[config.mk]
export PLATFORM = sky130hd
export DESIGN_NAME = ahblite_keypad_fifo
export DESIGN_NICKNAME = d
export VERILOG_FILES = /design/src/rtl/ahblite_keypad_fifo_pkg.sv /design/src/rtl/ahblite_keypad_fifo_scan_deb.sv /design/src/rtl/ahblite_keypad_fifo.sv
export SDC_FILE = /design/constraint.sdc
export NUM_CORES = 1
export LEC_CHECK = 0
export BUFFER_PORTS_ARGS = -buffer_cell sky130_fd_sc_hd__buf_2
export CORE_MARGIN = 2
export CORE_UTILIZATION = 40
export DETAILED_ROUTE_END_ITERATION = 7
export GPL_TIMING_DRIVEN = 0
export HOLD_SLACK_MARGIN = 0.08
export PLACE_DENSITY = 0.57
export SETUP_SLACK_MARGIN = 0.5
export SLEW_MARGIN = 20
export SYNTH_ARGS = -nofsm -noshare
export SYNTH_HDL_FRONTEND = slang
export SYNTH_SLANG_ARGS = --single-unit
[constraint.sdc]
create_clock -name HCLK -period 6.06 [get_ports HCLK]
set_clock_uncertainty 0.2 [all_clocks]
set_input_delay 0.303 -clock HCLK [delete_from_list [all_inputs] [get_ports HCLK]]
set_output_delay 0.303 -clock HCLK [all_outputs]
set_load 0.02 [all_outputs]
[src/rtl/ahblite_keypad_fifo_pkg.sv]
`default_nettype none
// ============================================================================
// Module      : ahblite_keypad_fifo_pkg
// Description : Shared register offsets, bit positions, event layout and
//               scan FSM state type for the AHB-Lite keypad controller.
// Revision    : 1.0 - initial release
// ============================================================================
package ahblite_keypad_fifo_pkg;

  // Register offsets (HADDR[7:0])
  localparam logic [7:0] KP_CTRL   = 8'h00;
  localparam logic [7:0] KP_STATUS = 8'h04;
  localparam logic [7:0] KP_DATA   = 8'h08;
  localparam logic [7:0] KP_STABLE = 8'h0C;

  // CTRL bit positions
  localparam int CTRL_SCAN_EN = 0;
  localparam int CTRL_IRQ_EN  = 1;
  localparam int CTRL_REL_EN  = 2;

  // STATUS bit positions
  localparam int ST_EMPTY   = 0;
  localparam int ST_FULL    = 1;
  localparam int ST_OVF     = 2;
  localparam int ST_CNT_LSB = 8;
  localparam int ST_CNT_W   = 6;

  // DATA event field positions
  localparam int EV_VALID   = 31;
  localparam int EV_PRESS   = 16;
  localparam int EV_IDX_W   = 6;

  // Scan FSM states
  typedef enum logic [0:0] {
    SCAN_IDLE  = 1'b0,
    SCAN_DRIVE = 1'b1
  } scan_state_t;

endpackage
`default_nettype wire

[src/rtl/ahblite_keypad_fifo_scan_deb.sv]
`default_nettype none
// ============================================================================
// Module      : keypad_scan_deb
// Description : Row driver, 2-FF column synchroniser and frame-wise debounce.
//               Emits a one-cycle strobe with the changed-bit mask whenever
//               the debounced key map is updated.
// Revision    : 1.0 - initial release
// ============================================================================
module keypad_scan_deb
  import ahblite_keypad_fifo_pkg::*;
#(
  parameter int ROWS      = 4,
  parameter int COLS      = 4,
  parameter int SCAN_DIV  = 50000,
  parameter int DEB_SCANS = 4
)(
  input  logic                 i_clk,
  input  logic                 i_rst,
  input  logic                 i_scan_en,
  input  logic                 i_emit_busy,
  input  logic [COLS-1:0]      i_col,
  output logic [ROWS-1:0]      o_row,
  output logic [ROWS*COLS-1:0] o_stable_map,
  output logic [ROWS*COLS-1:0] o_chg_mask,
  output logic                 o_stable_upd
);

  localparam int NKEY = ROWS * COLS;
  localparam int RW   = $clog2(ROWS);
  localparam int DW   = $clog2(SCAN_DIV);
  localparam logic [RW-1:0]   C_ROW_LAST = RW'(ROWS - 1);
  localparam logic [DW-1:0]   C_DIV_LAST = DW'(SCAN_DIV - 1);
  localparam logic [3:0]      C_DEB      = 4'(DEB_SCANS);
  localparam logic [ROWS-1:0] C_ROW_IDLE = '1;
  localparam logic [ROWS-1:0] C_ROW_ONE  = ROWS'(1);

  scan_state_t     r_state;
  logic [ROWS-1:0] r_row;
  logic [RW-1:0]   r_row_idx;
  logic [DW-1:0]   r_div_cnt;
  logic [COLS-1:0] r_col_s1;
  logic [COLS-1:0] r_col_s2;
  logic [NKEY-1:0] r_frame;
  logic [NKEY-1:0] r_last_frame;
  logic [3:0]      r_match;
  logic [NKEY-1:0] r_stable;
  logic [NKEY-1:0] r_chg;
  logic            r_upd;

  logic [NKEY-1:0] w_frame_full;
  logic [3:0]      w_match_next;
  logic [RW-1:0]   w_idx_next;
  logic [ROWS-1:0] w_row_next;

  // Columns are released-high; synchronise before any use
  always_ff @(posedge i_clk or posedge i_rst) begin
    if (i_rst) begin
      r_col_s1 <= '1;
      r_col_s2 <= '1;
    end else begin
      r_col_s1 <= i_col;
      r_col_s2 <= r_col_s1;
    end
  end

  // Current frame with this row's pressed columns merged in, plus next-row decode
  always_comb begin
    w_frame_full = r_frame;
    w_frame_full[int'(r_row_idx)*COLS +: COLS] = ~r_col_s2;
    if (w_frame_full == r_last_frame)
      w_match_next = (r_match >= C_DEB) ? C_DEB : r_match + 4'd1;
    else
      w_match_next = 4'd1;
    w_idx_next = (r_row_idx == C_ROW_LAST) ? '0 : r_row_idx + 1'b1;
    w_row_next = ~(C_ROW_ONE << w_idx_next);
  end

  // Scan FSM with frame-end debounce and stable-map update
  always_ff @(posedge i_clk or posedge i_rst) begin
    if (i_rst) begin
      r_state      <= SCAN_IDLE;
      r_row        <= C_ROW_IDLE;
      r_row_idx    <= '0;
      r_div_cnt    <= '0;
      r_frame      <= '0;
      r_last_frame <= '0;
      r_match      <= '0;
      r_stable     <= '0;
      r_chg        <= '0;
      r_upd        <= 1'b0;
    end else begin
      r_upd <= 1'b0;
      case (r_state)
        SCAN_IDLE: begin
          r_row <= C_ROW_IDLE;
          if (i_scan_en) begin
            r_state   <= SCAN_DRIVE;
            r_row_idx <= '0;
            r_div_cnt <= '0;
            r_row     <= ~C_ROW_ONE;
          end
        end
        SCAN_DRIVE: begin
          if (!i_scan_en) begin
            // Partial frame is abandoned; stable map is left untouched
            r_state <= SCAN_IDLE;
            r_row   <= C_ROW_IDLE;
          end else if (r_div_cnt == C_DIV_LAST) begin
            r_div_cnt <= '0;
            r_frame   <= w_frame_full;
            r_row_idx <= w_idx_next;
            r_row     <= w_row_next;
            if (r_row_idx == C_ROW_LAST) begin
              r_last_frame <= w_frame_full;
              r_match      <= w_match_next;
              // An update while events are still being walked would lose them,
              // so it is deferred; the saturated counter retries next frame.
              if (w_match_next == C_DEB && w_frame_full != r_stable && !i_emit_busy) begin
                r_stable <= w_frame_full;
                r_chg    <= w_frame_full ^ r_stable;
                r_upd    <= 1'b1;
              end
            end
          end else begin
            r_div_cnt <= r_div_cnt + 1'b1;
          end
        end
        default: begin
          r_state <= SCAN_IDLE;
          r_row   <= C_ROW_IDLE;
        end
      endcase
    end
  end

  assign o_row        = r_row;
  assign o_stable_map = r_stable;
  assign o_chg_mask   = r_chg;
  assign o_stable_upd = r_upd;

endmodule
`default_nettype wire

[src/rtl/ahblite_keypad_fifo.sv]
`default_nettype none
// ============================================================================
// Module      : ahblite_keypad_fifo
// Description : AHB-Lite matrix keypad controller. Debounced key changes are
//               turned into press/release events queued in a FIFO that
//               software drains through a pop-on-read DATA register.
// Revision    : 1.0 - initial release
// ============================================================================
module ahblite_keypad_fifo
  import ahblite_keypad_fifo_pkg::*;
#(
  parameter int ROWS       = 4,
  parameter int COLS       = 4,
  parameter int SCAN_DIV   = 50000,
  parameter int DEB_SCANS  = 4,
  parameter int FIFO_DEPTH = 8
)(
  input  logic            HCLK,
  input  logic            HRESET,
  input  logic            HSEL,
  input  logic [31:0]     HADDR,
  input  logic [1:0]      HTRANS,
  input  logic [2:0]      HSIZE,
  input  logic [3:0]      HPROT,
  input  logic            HWRITE,
  input  logic [31:0]     HWDATA,
  input  logic            HREADY,
  output logic            HREADYOUT,
  output logic [31:0]     HRDATA,
  output logic            HRESP,
  input  logic [COLS-1:0] col,
  output logic [ROWS-1:0] row,
  output logic            key_irq
);

  localparam int NKEY = ROWS * COLS;
  localparam int AW   = $clog2(FIFO_DEPTH);
  localparam logic [AW:0] C_DEPTH = (AW+1)'(FIFO_DEPTH);

  logic            r_wr_pend;
  logic [7:0]      r_wr_addr;
  logic [2:0]      r_ctrl;
  logic [31:0]     r_hrdata;
  logic            r_irq;
  logic [6:0]      r_mem [FIFO_DEPTH];
  logic [AW-1:0]   r_wptr;
  logic [AW-1:0]   r_rptr;
  logic [AW:0]     r_count;
  logic            r_ovf;
  logic [NKEY-1:0] r_emit_mask;
  logic [NKEY-1:0] r_emit_map;

  logic            w_trans_req;
  logic            w_rd;
  logic            w_wr;
  logic [7:0]      w_addr;
  logic            w_empty;
  logic            w_full;
  logic            w_pop;
  logic            w_push;
  logic            w_push_ok;
  logic [5:0]      w_emit_idx;
  logic            w_emit_press;
  logic [NKEY-1:0] w_emit_clr;
  logic [6:0]      w_head;
  logic [31:0]     w_rdata;
  logic [NKEY-1:0] w_stable_map;
  logic [NKEY-1:0] w_chg_mask;
  logic            w_stable_upd;
  logic            w_unused;

  assign w_unused = ^{HADDR[31:8], HSIZE, HPROT, HWDATA[31:3]};

  keypad_scan_deb #(
    .ROWS      (ROWS),
    .COLS      (COLS),
    .SCAN_DIV  (SCAN_DIV),
    .DEB_SCANS (DEB_SCANS)
  ) u_scan (
    .i_clk        (HCLK),
    .i_rst        (HRESET),
    .i_scan_en    (r_ctrl[CTRL_SCAN_EN]),
    .i_emit_busy  (|r_emit_mask),
    .i_col        (col),
    .o_row        (row),
    .o_stable_map (w_stable_map),
    .o_chg_mask   (w_chg_mask),
    .o_stable_upd (w_stable_upd)
  );

  assign w_trans_req = HSEL & HREADY & HTRANS[1];
  assign w_rd        = w_trans_req & ~HWRITE;
  assign w_wr        = w_trans_req & HWRITE;
  assign w_addr      = HADDR[7:0];
  assign w_empty     = (r_count == '0);
  assign w_full      = (r_count == C_DEPTH);
  assign w_head      = r_mem[r_rptr];
  assign w_pop       = w_rd & (w_addr == KP_DATA) & ~w_empty;
  assign w_push      = (|r_emit_mask) & (w_emit_press | r_ctrl[CTRL_REL_EN]);
  assign w_push_ok   = w_push & (~w_full | w_pop);

  // Lowest-index pending change is emitted first
  always_comb begin
    w_emit_idx   = '0;
    w_emit_press = 1'b0;
    w_emit_clr   = '0;
    for (int i = NKEY - 1; i >= 0; i--) begin
      if (r_emit_mask[i]) begin
        w_emit_idx    = 6'(i);
        w_emit_press  = r_emit_map[i];
        w_emit_clr    = '0;
        w_emit_clr[i] = 1'b1;
      end
    end
  end

  // Read data mux; unmapped offsets read as zero
  always_comb begin
    w_rdata = '0;
    case (w_addr)
      KP_CTRL:   w_rdata[2:0] = r_ctrl;
      KP_STATUS: begin
        w_rdata[ST_EMPTY] = w_empty;
        w_rdata[ST_FULL]  = w_full;
        w_rdata[ST_OVF]   = r_ovf;
        w_rdata[ST_CNT_LSB +: ST_CNT_W] = ST_CNT_W'(r_count);
      end
      KP_DATA: begin
        if (!w_empty) begin
          w_rdata[EV_VALID]       = 1'b1;
          w_rdata[EV_PRESS]       = w_head[6];
          w_rdata[EV_IDX_W-1:0]   = w_head[5:0];
        end
      end
      KP_STABLE: w_rdata = 32'(w_stable_map);
      default:   w_rdata = '0;
    endcase
  end

  // Bus address phase latch, CTRL write commit and registered read data
  always_ff @(posedge HCLK or posedge HRESET) begin
    if (HRESET) begin
      r_wr_pend <= 1'b0;
      r_wr_addr <= '0;
      r_ctrl    <= '0;
      r_hrdata  <= '0;
    end else begin
      r_wr_pend <= w_wr;
      r_wr_addr <= w_addr;
      if (r_wr_pend && r_wr_addr == KP_CTRL)
        r_ctrl <= HWDATA[2:0];
      if (w_rd)
        r_hrdata <= w_rdata;
    end
  end

  // Event walker: load changed bits on a stable update, retire one per cycle
  always_ff @(posedge HCLK or posedge HRESET) begin
    if (HRESET) begin
      r_emit_mask <= '0;
      r_emit_map  <= '0;
    end else if (w_stable_upd) begin
      r_emit_mask <= w_chg_mask;
      r_emit_map  <= w_stable_map;
    end else begin
      r_emit_mask <= r_emit_mask & ~w_emit_clr;
    end
  end

  // FIFO storage; contents beyond count are never observed
  always_ff @(posedge HCLK) begin
    if (w_push_ok)
      r_mem[r_wptr] <= {w_emit_press, w_emit_idx};
  end

  // FIFO pointers, occupancy and sticky overflow
  always_ff @(posedge HCLK or posedge HRESET) begin
    if (HRESET) begin
      r_wptr  <= '0;
      r_rptr  <= '0;
      r_count <= '0;
      r_ovf   <= 1'b0;
    end else begin
      if (w_push_ok) r_wptr <= r_wptr + 1'b1;
      if (w_pop)     r_rptr <= r_rptr + 1'b1;
      case ({w_push_ok, w_pop})
        2'b10:   r_count <= r_count + 1'b1;
        2'b01:   r_count <= r_count - 1'b1;
        default: r_count <= r_count;
      endcase
      if (r_wr_pend && r_wr_addr == KP_STATUS && HWDATA[ST_OVF])
        r_ovf <= 1'b0;
      if (w_push && !w_push_ok)
        r_ovf <= 1'b1;
    end
  end

  // Level interrupt, registered from current FIFO state
  always_ff @(posedge HCLK or posedge HRESET) begin
    if (HRESET) r_irq <= 1'b0;
    else        r_irq <= r_ctrl[CTRL_IRQ_EN] & (~w_empty | r_ovf);
  end

  assign HREADYOUT = 1'b1;
  assign HRESP     = 1'b0;
  assign HRDATA    = r_hrdata;
  assign key_irq   = r_irq;

endmodule
`default_nettype wire

==> key figures <==
Final layout
  • Layout cells sized above 1: 18.0%
  • Layout Area Growth over Synthesis: 17.5%
  • Commonest non-fill, non-tap cell in the layout: dfrtp_1
  • Commonest cells after routing, fill and taps aside: dfrtp_1 (162), nand2_1 (102), nor2_1 (71), o21ai_0 (57), buf_2 (45)
  • Layout Cells excl Fill: 1342
  • Ant. Diodes: 0
  • Design area: 11800 um2
  • Layout Nets: 1096

Routing
  • Routed len/inst: 17.3 um
  • DR vias: 6931
  • Antenna Nets Post-Route: 0
  • Drc violations: 0
  • DR vias/cell: 5.16
  • Final WL: 23300 um
  • TritonRoute pass-1 iters: 7
  • Iteration-0 DRC Markers: 541

Synth
  • Seq cells post-synth: 214
  • Yosys warns: 0
  • Avg Inst Size Synth: 11.2 um2
  • Synth async-reset ratio: 81.3%
  • Fraction of the yosys area taken by sequential cells: 55.5%
  • Top_reg_cell synth: dfrtp_1
  • Post-Synthesis Cells: 898
  • Synthesized area: 10000 um2
  • Number of synthesized flops with an enable pin: 40
  • Distinct cells, synth: 71

Status
  • Status: finished clean

GRT
  • Pin count of the biggest net entering global routing: 91
  • First-pass GRT wire length: 37700 um
  • Vias in the first global route: 6926
  • GRT Total Usage: 18.1%
  • Total grt overflow: 0
  • Antenna violations before repair: 1

Placed design
  • Final Wtd Congestion: 0.913
  • Cell area after placement: 10800 um2
  • HPWL after detailed placement: 16300 um
  • Placed instance count: 1280
  • I/O Buffers: 43

Power and ir drop
  • Clock group share of total power: 50.0%
  • Pwr/cell area: 267 nW/um2
  • Power Total: 3.15 mW
  • Int Power: 2.50 mW
  • Leak pwr: 5.17 nW
  • Sequential group share of total power: 47.0%
  • NetSw: 0.657 mW
  • Peak VDD IR: 152 uV
  • Sw Share: 20.8%
  • Logic pwr share: 3.0%

Clocking
  • Root buffer cell: clkbuf_16
  • # resized after CTS: 0
  • CTS Sinks: 214
  • Hold_buf cts: 18
  • Longest Clk Path Bufs: 3
  • CTS tree: done
  • Post-CTS Setup Bufs: 0
  • Num CTS Buffers: 25
  • Clock-pin slew on the worst setup and hold paths: 0.06 ns
  • H-tree levels: 1
  • Clock latency on the worst-skew pair: 0.51 ns

Die
  • Initial core utilization: 41.1%
  • Row cnt: 57
  • Chip height: 162 um
  • Die Span X: 162 um
  • CORE AREA: 24500 um2
  • Die ar.: 26400 um2
  • Num ports: 121

STA
  • RSZ-0062 raised after global routing: no
  • Max transition margin: 32.0%
  • Total negative slack: 0 ns
  • Hold slack: 0.157 ns
  • Final setup vio count: 0
  • Slew Limit Fails: 0
  • Fin crit period: 4.22 ns
  • Slew @ Worst Pin: 1.02 ns
  • Max frequency: 237 MHz
  • Hold Violations, Final: 0
  • Final critical-path share of the clock period: 69.7%

Setup path
  • WP data arrival: 4.42 ns
  • WS Path Type: reg2reg
  • Max FO, Critical Path: 10
  • Required time worst endpoint: 6.25 ns
  • Startpoint types: register
  • Setup crit end kind: register

Flow run
  • Max-Cap Viols: 0

Worst hold path
  • Hold Path Class: reg2reg
==> critical path, cell delays in order, from the launching register on <==
cell and delay (ns):
dfrtp_1 0.42, buf_2 0.28, inv_2 0.15, ha_1 0.36, clkbuf_1 0.35, nand3b_1 0.29
o21a_1 0.31, xnor2_1 0.20, nor4_1 0.38, nand4_1 0.15, o21ai_1 0.17, and2b_1 0.20
buf_4 0.17, buf_12 0.16, mux2_4 0.29
==> through the flow <==
step / util [%] / worst slack [ns]
after floorplan: - / 0.860
after global placement: 43.8 / -1.39
after detailed placement: 43.9 / 1.84
after CTS: 48.2 / 1.83
after global routing: 48.2 / 1.60
final: 48.2 / 1.84
==> flip-flops by register name, summed over array words and instances, names as in the netlist, 2 cells and up <==
name,count
r_mem,40
u_scan.o_row,4
r_rptr,3
u_scan.r_col_s2,4
u_scan.r_frame,16
u_scan.r_match,4
u_scan.r_row_idx,2
r_ctrl,3
u_scan.r_col_s1,4
r_emit_map,16
u_scan.r_div_cnt,16
HRDATA,18
u_scan.r_last_frame,16
r_emit_mask,16
r_count,4
r_wr_addr,8
u_scan.o_chg_mask,16
u_scan.o_stable_map,16
r_wptr,3
==> power groups by stage <==
stage | Clock [mW] | Combinational (mW) | Sequential (mW)
detailed placement | 0 | 0.0887 | 1.51
floorplan | 0 | 0.0519 | 1.51
global route | 1.68 | 0.108 | 1.48
global placement | 0 | 0.0848 | 1.51
finish | 1.58 | 0.0956 | 1.48
CTS | 1.61 | 0.0975 | 1.48
==> final cells by class <==
cell class	count	area, um2
Clock inverter	12	168
Multi-Input combinational cell	605	4060
Inverter	40	158
Buffer	53	313
Fill cell	2236	12700
Tap cell	324	405
Clock buffer	32	703
Timing Repair Buffer	62	423
Sequential cell	214	5570
==> layer usage <==
| layer | GRT usage [%] | wire length (um) | up-vias |
|---|---|---|---|
| li1 | - | - | 3337 |
| met1 | 27.1 | 11300 | 3411 |
| met2 | 27.9 | 10400 | 160 |
| met3 | 2.47 | 1110 | 23 |
| met4 | 4.42 | 402 | 0 |
| met5 | 0 | 0 | - |
==> path summary, 6_finish.rpt <==
path / start / endpoint / slack [ns] / depth (start not counted)
min in group asynchronous: HRESET / r_emit_map[13] / 0.21 / 3
max in group asynchronous: HRESET / r_wr_addr[4] / 4.56 / 4
hold / removal: u_scan.r_col_s1[1] / u_scan.r_col_s2[1] / 0.16 / 0
hold reg to reg: u_scan.r_col_s1[1] / u_scan.r_col_s2[1] / 0.16 / 0
setup reg to reg: u_scan.r_row_idx[0] / u_scan.o_chg_mask[10] / 1.84 / 14
setup / recovery: u_scan.r_row_idx[0] / u_scan.o_chg_mask[10] / 1.84 / 14
==> cells by family (layout without fill, tap and decap cells) <==
kind of cell	count (synthesis)	after routing	synth area share, %
AND/OR/NAND/NOR	281	281	13.1
flip-flops	214	214	55.5
AO/OA/AOI/OAI	173	173	10.9
buffers and inverters	93	199	4.61
multiplexers	78	78	10.3
XOR/XNOR	44	44	3.84
adder cells (fa/ha/maj)	13	13	1.69
other	2	16	0.0748
==> Yosys cell counts (8+ instances only) <==
cell	instances	area (um2)
nor3_1	9	45.0
xor2_1	16	140
mux2_2	28	315
clkbuf_1	27	101
nor2_1	71	267
o22ai_1	8	50.1
o21ai_0	57	285
nor4_1	12	75.1
dfstp_2	12	315
a21oi_1	33	165
dfrtp_1	162	4050
o21ai_1	14	70.1
buf_4	17	128
nor3b_1	9	67.6
ha_1	12	150
o31ai_1	11	82.6
nand2b_1	14	87.6
edfxtp_1	40	1200
mux2i_1	19	190
mux4_2	10	225
xnor2_1	28	245
nand2_1	102	383
inv_1	39	146
nand3_1	29	145
mux2_4	18	270
Note: power is estimated with default switching activity, not from simulation.
